File: config.mk
export PLATFORM = sky130hd
export DESIGN_NAME = spike_rate_decoder
export DESIGN_NICKNAME = d
export VERILOG_FILES = /design/src/rtl/spike_pkg.sv /design/src/rtl/spike_edge_detect.sv /design/src/rtl/spike_rate_decoder.sv
export SDC_FILE = /design/constraint.sdc
export NUM_CORES = 1
export LEC_CHECK = 0
export BUFFER_PORTS_ARGS = -buffer_cell sky130_fd_sc_hd__buf_2
export CORE_ASPECT_RATIO = 1.5
export CORE_MARGIN = 5
export CORE_UTILIZATION = 45
export DETAILED_ROUTE_END_ITERATION = 10
export HOLD_SLACK_MARGIN = 0.06
export SYNTH_ARGS = -nofsm -noshare
export SYNTH_HDL_FRONTEND = slang
export SYNTH_SLANG_ARGS = --single-unit
File: constraint.sdc
create_clock -name clk -period 6.1 [get_ports clk]
set_input_delay 1.22 -clock clk [delete_from_list [all_inputs] [get_ports clk]]
set_output_delay 1.22 -clock clk [all_outputs]
set_load 0.02 [all_outputs]
File: src/rtl/spike_pkg.sv
// rtl/spike_pkg.sv - shared constants, state type and window-length helper for the spike rate decoder
package spike_pkg;

  localparam int CNT_W_DEF     = 8;
  localparam int WIN_SEL_W     = 3;
  localparam int WIN_BASE_LOG2 = 4;
  localparam int WIN_IDX_W     = 11;

  typedef enum logic {
    ST_IDLE  = 1'b0,
    ST_COUNT = 1'b1
  } state_t;

  // Last cycle index of a window: (16 << sel) - 1
  function automatic logic [WIN_IDX_W-1:0] win_last(input logic [WIN_SEL_W-1:0] sel);
    logic [WIN_IDX_W-1:0] len;
    len = WIN_IDX_W'(1) << (WIN_BASE_LOG2 + int'(sel));
    return len - WIN_IDX_W'(1);
  endfunction

endpackage

File: src/rtl/spike_edge_detect.sv
// rtl/spike_edge_detect.sv - previous-spike register and rising-edge event pulse
module spike_edge_detect (
  input  logic clk,
  input  logic rst_n,
  input  logic spike_in,
  output logic spike_event
);

  logic spike_q;

  always_ff @(posedge clk) begin
    if (!rst_n) begin
      spike_q <= 1'b0;
    end else begin
      spike_q <= spike_in;
    end
  end

  assign spike_event = spike_in & ~spike_q;

endmodule

File: src/rtl/spike_rate_decoder.sv
// rtl/spike_rate_decoder.sv - windowed spike-rate counter with ready/valid result and inter-spike interval strobe
module spike_rate_decoder
  import spike_pkg::*;
#(
  parameter int CNT_W = CNT_W_DEF
) (
  input  logic                 clk,
  input  logic                 rst_n,
  input  logic                 ena,
  input  logic                 spike_in,
  input  logic [WIN_SEL_W-1:0] win_sel,
  output logic [CNT_W-1:0]     rate_out,
  output logic                 rate_valid,
  input  logic                 rate_ready,
  output logic [CNT_W-1:0]     isi_out,
  output logic                 isi_valid,
  output logic                 overrun,
  output logic                 sat
);

  localparam logic [CNT_W-1:0] CNT_MAX = '1;

  state_t               state, state_nxt;
  logic                 count_en;
  logic                 spike_event;
  logic [WIN_IDX_W-1:0] win_idx, win_last_q, win_last_cur;
  logic                 win_end;
  logic [CNT_W-1:0]     win_cnt, win_total;
  logic                 cnt_full;
  logic [CNT_W-1:0]     isi_cnt;
  logic                 isi_armed;
  logic                 accept;

  spike_edge_detect u_edge (
    .clk         (clk),
    .rst_n       (rst_n),
    .spike_in    (spike_in),
    .spike_event (spike_event)
  );

  always_ff @(posedge clk) begin
    if (!rst_n) begin
      state <= ST_IDLE;
    end else begin
      state <= state_nxt;
    end
  end

  always_comb begin
    state_nxt = state;
    case (state)
      ST_IDLE:  if (ena)  state_nxt = ST_COUNT;
      ST_COUNT: if (!ena) state_nxt = ST_IDLE;
      default:  state_nxt = ST_IDLE;
    endcase
  end

  always_comb begin
    count_en = 1'b0;
    if (state == ST_COUNT && ena) count_en = 1'b1;
  end

  // Window length is taken live from win_sel at index 0 and frozen for the rest of the window
  assign win_last_cur = (win_idx == '0) ? win_last(win_sel) : win_last_q;
  assign win_end      = count_en && (win_idx == win_last_cur);
  assign cnt_full     = (win_cnt == CNT_MAX);
  assign win_total    = (spike_event && !cnt_full) ? win_cnt + CNT_W'(1) : win_cnt;
  assign accept       = rate_valid & rate_ready;

  always_ff @(posedge clk) begin
    if (!rst_n || !count_en) begin
      win_idx    <= '0;
      win_cnt    <= '0;
      win_last_q <= '0;
    end else begin
      if (win_idx == '0) win_last_q <= win_last_cur;
      if (win_end) begin
        win_idx <= '0;
        win_cnt <= '0;
      end else begin
        win_idx <= win_idx + WIN_IDX_W'(1);
        win_cnt <= win_total;
      end
    end
  end

  // A held result wins over a new one unless it is being accepted this cycle
  always_ff @(posedge clk) begin
    if (!rst_n) begin
      rate_out   <= '0;
      rate_valid <= 1'b0;
      overrun    <= 1'b0;
    end else if (win_end) begin
      if (!rate_valid || accept) begin
        rate_out   <= win_total;
        rate_valid <= 1'b1;
      end else begin
        overrun <= 1'b1;
      end
    end else if (accept) begin
      rate_valid <= 1'b0;
    end
  end

  always_ff @(posedge clk) begin
    if (!rst_n) begin
      isi_out   <= '0;
      isi_valid <= 1'b0;
      isi_cnt   <= '0;
      isi_armed <= 1'b0;
    end else begin
      isi_valid <= 1'b0;
      if (!count_en) begin
        isi_cnt   <= '0;
        isi_armed <= 1'b0;
      end else if (spike_event) begin
        if (isi_armed) begin
          isi_out   <= isi_cnt;
          isi_valid <= 1'b1;
        end
        isi_armed <= 1'b1;
        isi_cnt   <= CNT_W'(1);
      end else if (isi_armed && isi_cnt != CNT_MAX) begin
        isi_cnt <= isi_cnt + CNT_W'(1);
      end
    end
  end

  always_ff @(posedge clk) begin
    if (!rst_n) begin
      sat <= 1'b0;
    end else if (count_en && ((spike_event && cnt_full) ||
                              (!spike_event && isi_armed && isi_cnt == CNT_MAX))) begin
      sat <= 1'b1;
    end
  end

endmodule

Word level (Yosys, flattened, before mapping)
Index checks and enable logic that the tools add are counted.

word-level totals
  flip-flop bits (word level) = 61
  input port bits = 8

cells by class
  add/subtract/negate cells = 5
  equal/unequal tests = 5
  shift operators = 1
  mux-type cells = 10
  bitwise operators = 6
  reduce and logical (&&, ||, !) cells = 27

operator list
  cell                                                                  number
  8-bit by 1-bit adder with 8-bit output, second input constant         2
  8-bit equality test, second input constant                            2
  11-bit by 1-bit adder with 11-bit output, second input constant       1
  11-bit equality test                                                  1
  11-bit zero test                                                      1
  11-bit 2-to-1 mux                                                     1
  1-bit by 4-bit left shift with 11-bit output, first input constant    1
  11-bit by 1-bit subtractor with 11-bit output, second input constant  1
  1-bit logical AND                                                     8
  1-bit 2-to-1 mux                                                      8
  8-bit 2-to-1 mux                                                      1
  8-bit != test, second input constant                                  1
  2-bit AND reduction                                                   4
  3-bit AND reduction                                                   2
  1-bit zero test                                                       5
  3-bit by 3-bit adder with 4-bit output, first input constant          1
  1-bit NOT                                                             4
  2-bit nonzero test                                                    2
  1-bit logical OR                                                      3
  3-bit OR reduction                                                    1
  1-bit bitwise AND                                                     2
  2-bit by 1-bit != test with 1-bit output, second input constant       1
  2-bit OR reduction                                                    1

Longest topological paths before layout
  depth in word-level cells = 8
  depth in mapped cells = 10

Hierarchy
From an unflattened synthesis, not the netlist that was laid out.

second synthesis, totals
  cell total of the unflattened synthesis = 311
  area total of the unflattened synthesis = 2,698.8 um^2

by module, submodules not included
  module              instances  cells each  area an instance (um^2)
  spike_rate_decoder  1          308         2,658.8
  spike_edge_detect   1          3           40.0

Least setup slack after synthesis
Ideal clock, no wire load.

  path type = input-to-reg
  from = in win_sel[2]
  to = reg rate_out[0]
  arrival time = 2.802 ns
  setup slack = 3.156 ns
  cell stages on the path = 8
  path buffers = 2
  cell sequence = buf_2 > or3b_2 > a211oi_1 > a31oi_1 > and4_2 > buf_2 > a31oi_1 > a211oi_1

on the way
  word-level cells in the longest chain between the ends = 7

ends and longest elaborated chain
  element                                        RTL line                  source
  start: declaration                             spike_rate_decoder.sv:11  input logic [WIN_SEL_W-1:0] win_sel,
  3-bit by 3-bit adder with 4-bit output         spike_pkg.sv:17           len = WIN_IDX_W'(1) << (WIN_BASE_LOG2 + int'(sel));
  1-bit by 4-bit left shift with 11-bit output   spike_pkg.sv:17
  11-bit by 1-bit subtractor with 11-bit output  spike_pkg.sv:18           return len - WIN_IDX_W'(1);
  11-bit 2-to-1 mux                              spike_rate_decoder.sv:64  assign win_last_cur = (win_idx == '0) ? win_last(win_sel) : win_last_q;
  11-bit equality test                           spike_rate_decoder.sv:65  assign win_end = count_en && (win_idx == win_last_cur);
  1-bit logical AND                              spike_rate_decoder.sv:65
  2-bit AND reduction (no source line)           --
  end signal: assignment                         spike_rate_decoder.sv:95  rate_out <= win_total;
  end: declaration                               spike_rate_decoder.sv:12  output logic [CNT_W-1:0] rate_out,

Every way passes these cells.
A chain may end at the register's enable or synchronous reset.

Worst setup path after layout
  from = reg win_idx[0]
  to = reg win_idx[2]

on the way
  word-level cells in the longest chain between the ends = 5
  elaborated cells between the ends (all ways) = 6
  classes of those cells = add/sub: 1; eq/ne: 1; mux: 1; reduce/logical: 3

ends and longest elaborated chain
  element                              RTL line                  source
  start: declaration                   spike_rate_decoder.sv:26  logic [WIN_IDX_W-1:0] win_idx, win_last_q, win_last_cur;
  start signal: assignment             spike_rate_decoder.sv:81  win_idx <= win_idx + WIN_IDX_W'(1);
  11-bit zero test                     spike_rate_decoder.sv:64
  11-bit 2-to-1 mux                    spike_rate_decoder.sv:64
  11-bit equality test                 spike_rate_decoder.sv:65
  1-bit logical AND                    spike_rate_decoder.sv:65
  2-bit OR reduction (no source line)  --

Several ways; a longest one is shown, not always the timed one.

==> flow_metrics.py <==
metrics = {
    "outcome": {
        "outcome": "complete, no violations",
    },
    "cts": {
        "cts_tree": "built",
        "cts_setup_buffers": 0,
        "root_buffer": "clkbuf_8",
        "cts_htree_levels": 3,
        "path_clk_slew_ns": 0.07,
        "clock_latency_ns": 0.34,
        "cts_sinks": 61,
        "clock_path_buffers": 2,
        "cts_resized": 0,
        "cts_hold_buf": 0,
        "cts_buffers": 9,
    },
    "worst_setup_path": {
        "startpoint_type": "flop",
        "critical_path_required_ns": 6.30,
        "cp-startpoint": "win_idx[0]",
        "max_stage_delay_ns": 0.70,
        "critical_path.cell_chain": "inv_1 > ha_1 > nor4b_4 > and3_1 > a211o_1 > o2111ai_2 > o21ai_2 > nor2_1",
        "end_kind": "flop",
        "worstPathArrival_ns": 3.14,
        "cp_slowest_cell": "o21ai_2",
        "reg2reg_from": "win_idx[0]",
        "cp_max_fo": 18,
        "criticalPathCategory": "flop to flop",
    },
    "placed_design": {
        "hpwl_mm": 4.437,
        "dpl_cell_area_um2": 2908,
        "io_buffers": 27,
        "gp_congestion": 0.8733,
    },
    "floorplanning": {
        "dieWidth_um": 73.88,
        "io_pins": 28,
        "die_height_um": 105.8,
        "core-area_um2": 6043,
        "die_area_um2": 7817,
        "rows": 35,
        "start_util": 0.4557,
    },
    "timing": {
        "finalMaxSlewViolations": 0,
        "slew_headroom": 0.4681,
        "hold_viol": 0,
        "fin_setup_tns_ns": 0,
        "rsz0062_at_grt": "false",
        "period_share": 0.4825,
        "period_needed_ns": 2.943,
        "finClkSkew_ns": 0.008669,
        "fmax_mhz": 339.8,
        "setup-violations-final": 0,
        "tightest_slew_ns": 0.7979,
        "holdWs_ns": 0.4728,
    },
    "power_and_ir_drop": {
        "switching_power_uw": 184.7,
        "power.density_nw_per_um2": 264.7,
        "clockPowerShare": 0.475,
        "ir_drop_v": 0.0001714,
        "intPower_uw": 642.1,
        "p_leak_nw": 1.258,
        "p_comb_frac": 0.037,
        "netSwitchingFraction": 0.2234,
        "pwr-share-seq": 0.488,
    },
    "route": {
        "routed_wl_mm": 6.026,
        "drt-initial-drc-count": 101,
        "first_pass_iters": 4,
        "vias_per_cell": 5.442,
        "via_count": 2215,
        "route.detailed.drc": 0,
        "drtAntennaViolNets": 0,
        "wl_per_cell_um": 14.81,
    },
    "synth": {
        "syn_avg_cell_area_um2": 9.059,
        "ys_seq_elements": 61,
        "synth_cell_types": 50,
        "yosysWarnings": 0,
        "synth_nets": 316,
        "syn_area_um2": 2754,
        "yosysTopAreaCell": "dfxtp_1",
        "netlist_instances": 304,
        "netlist.area_leader.share": 0.4434,
        "synth_edf_count": 0,
        "ys_top_cells_by_area": "dfxtp_1 44%, nor2_1 7.8%, xor2_1 5.7%",
        "async_flop_share": 0,
        "yosysSeqAreaShare": 0.4434,
        "ys.flop_type": "dfxtp_1",
    },
    "min_path": {
        "hp-class": "flop to flop",
        "min-delay-start": "win_last_q[8]",
    },
    "final_layout": {
        "area_delta_synth_final_pct": 13.40,
        "final_cell_area_um2": 3123,
        "n_antenna_cell": 0,
        "fin_nets": 340,
        "final_core_util": 0.5168,
        "drive_above_1_share": 0.1652,
        "fill_cells": 585,
    },
    "global_routing": {
        "grt_pass1_vias": 2088,
        "gr-total-overflow": 0,
        "grt_pass1_wl_mm": 9.846,
        "grt_util_all_layers": 0.1648,
        "grt_start_max_net_pins": 22,
        "antenna_found_initial": 0,
    },
    "flow_run": {
        "max-cap-violations": 0,
    },
}
## metal layers
metal,vias up,GRT usage,part of all wire
met5,-,0,0
met4,0,0.07902,0.024
met2,37,0.2754,0.51
met3,14,0.03912,0.030
li1,1118,-,-
met1,1046,0.1919,0.43
## critical path, delay by kind of cell (launching register included)
| kind | cells | cell delay (ns) |
|---|---|---|
| buffers and inverters | 1 | 0.09 |
| adders and majority gates | 1 | 0.18 |
| AOI/OAI and AO/OA | 3 | 1.14 |
| and+or+nand+nor | 3 | 0.98 |
| DFF | 1 | 0.39 |
## kinds of logic after synthesis
family	count (synthesis)	share of synthesized area
AO/OA/AOI/OAI	49	0.1277
XOR/XNOR	24	0.07633
adder cells (fa/ha/maj)	4	0.01817
buffers and inverters	22	0.03771
flip-flops	61	0.4434
multiplexers	13	0.04771
AND/OR/NAND/NOR	131	0.2490
## synthesized netlist by cell type, types with 7 or more instances
library cell   n
nand2b_1       7
a21oi_1       12
xor2_1        18
nand3_1       12
nand4_1        8
a211oi_1      11
nand2_1       14
a31oi_1       11
mux2i_1       12
nor2_1        57
dfxtp_1       61
inv_1          8
## per-stage QoR
step | worst slack (ns) | power (mW) | instances
global route | 2.935 | 0.8581 | 407
global placement | 2.866 | 0.4428 | 391
floorplan | 3.156 | 0.4336 | 304
detailed placement | 2.848 | 0.4430 | 391
CTS | 3.142 | 0.8341 | 407
finish | 3.157 | 0.8267 | 407
## sequential cells by signal, summed over array words and instances, names as in the netlist
signal,flops
rate_valid,1
isi_armed,1
rate_out,8
win_last_q,11
isi_cnt,8
win_cnt,8
isi_valid,1
isi_out,8
overrun,1
state,1
win_idx,11
sat,1
u_edge.spike_q,1
## path summary, 6_finish.rpt
kind / slack (ns) / end / depth (start not counted)
hold reg to reg: 0.47 / win_last_q[8] / 2
setup reg to reg: 3.16 / win_idx[2] / 8
hold / removal: 0.47 / win_last_q[8] / 2
setup / recovery: 3.16 / win_idx[2] / 8
## power by group through the flow
stage,Combinational (mW),Sequential (mW),Clock [mW]
6_report,0.0303,0.403,0.393
4_1_cts,0.0306,0.403,0.400
5_1_grt,0.0337,0.403,0.421
2_1_floorplan,0.0218,0.412,0
3_5_place_dp,0.0305,0.412,0
3_3_place_gp,0.0303,0.412,0
## layout make-up
cell class | count | area (um2) | share of cell area
multi-input combinational | 221 | 1429 | 0.4575
sequential | 61 | 1221 | 0.3910
timing repair buffer | 27 | 135.1 | 0.04327
clock buffer | 10 | 127.6 | 0.04087
tap | 74 | 92.59 | 0.02965
clock inverter | 6 | 87.58 | 0.02804
inverter | 8 | 30.03 | 0.009615
## cells in the final DEF, fill, tap and decap left out, types with 2 or more instances in the layout
cell type  synthesis  routed
dfxtp_1           61      61
xnor2_1            6       6
a21oi_1           12      12
and2_1             4       4
nand4_1            8       8
nor3_2             2       2
mux2i_1           12      12
ha_1               4       4
nand2b_1           7       7
nor3_1             5       5
bufinv_16          0       2
clkbuf_8           0       9
or4_1              2       2
nand3_1           12      12
nor2b_1            2       2
a211oi_1          11      11
inv_1              8       8
and4_1             2       2
nor2_1            57      57
and3_1             6       6
clkinv_2           0       2
o31ai_1            3       3
xor2_1            18      18
a31oi_1           11      11
clkinv_4           0       2
nand2_1           14      14
buf_2              3      27
(Power assumes the default switching activity.)
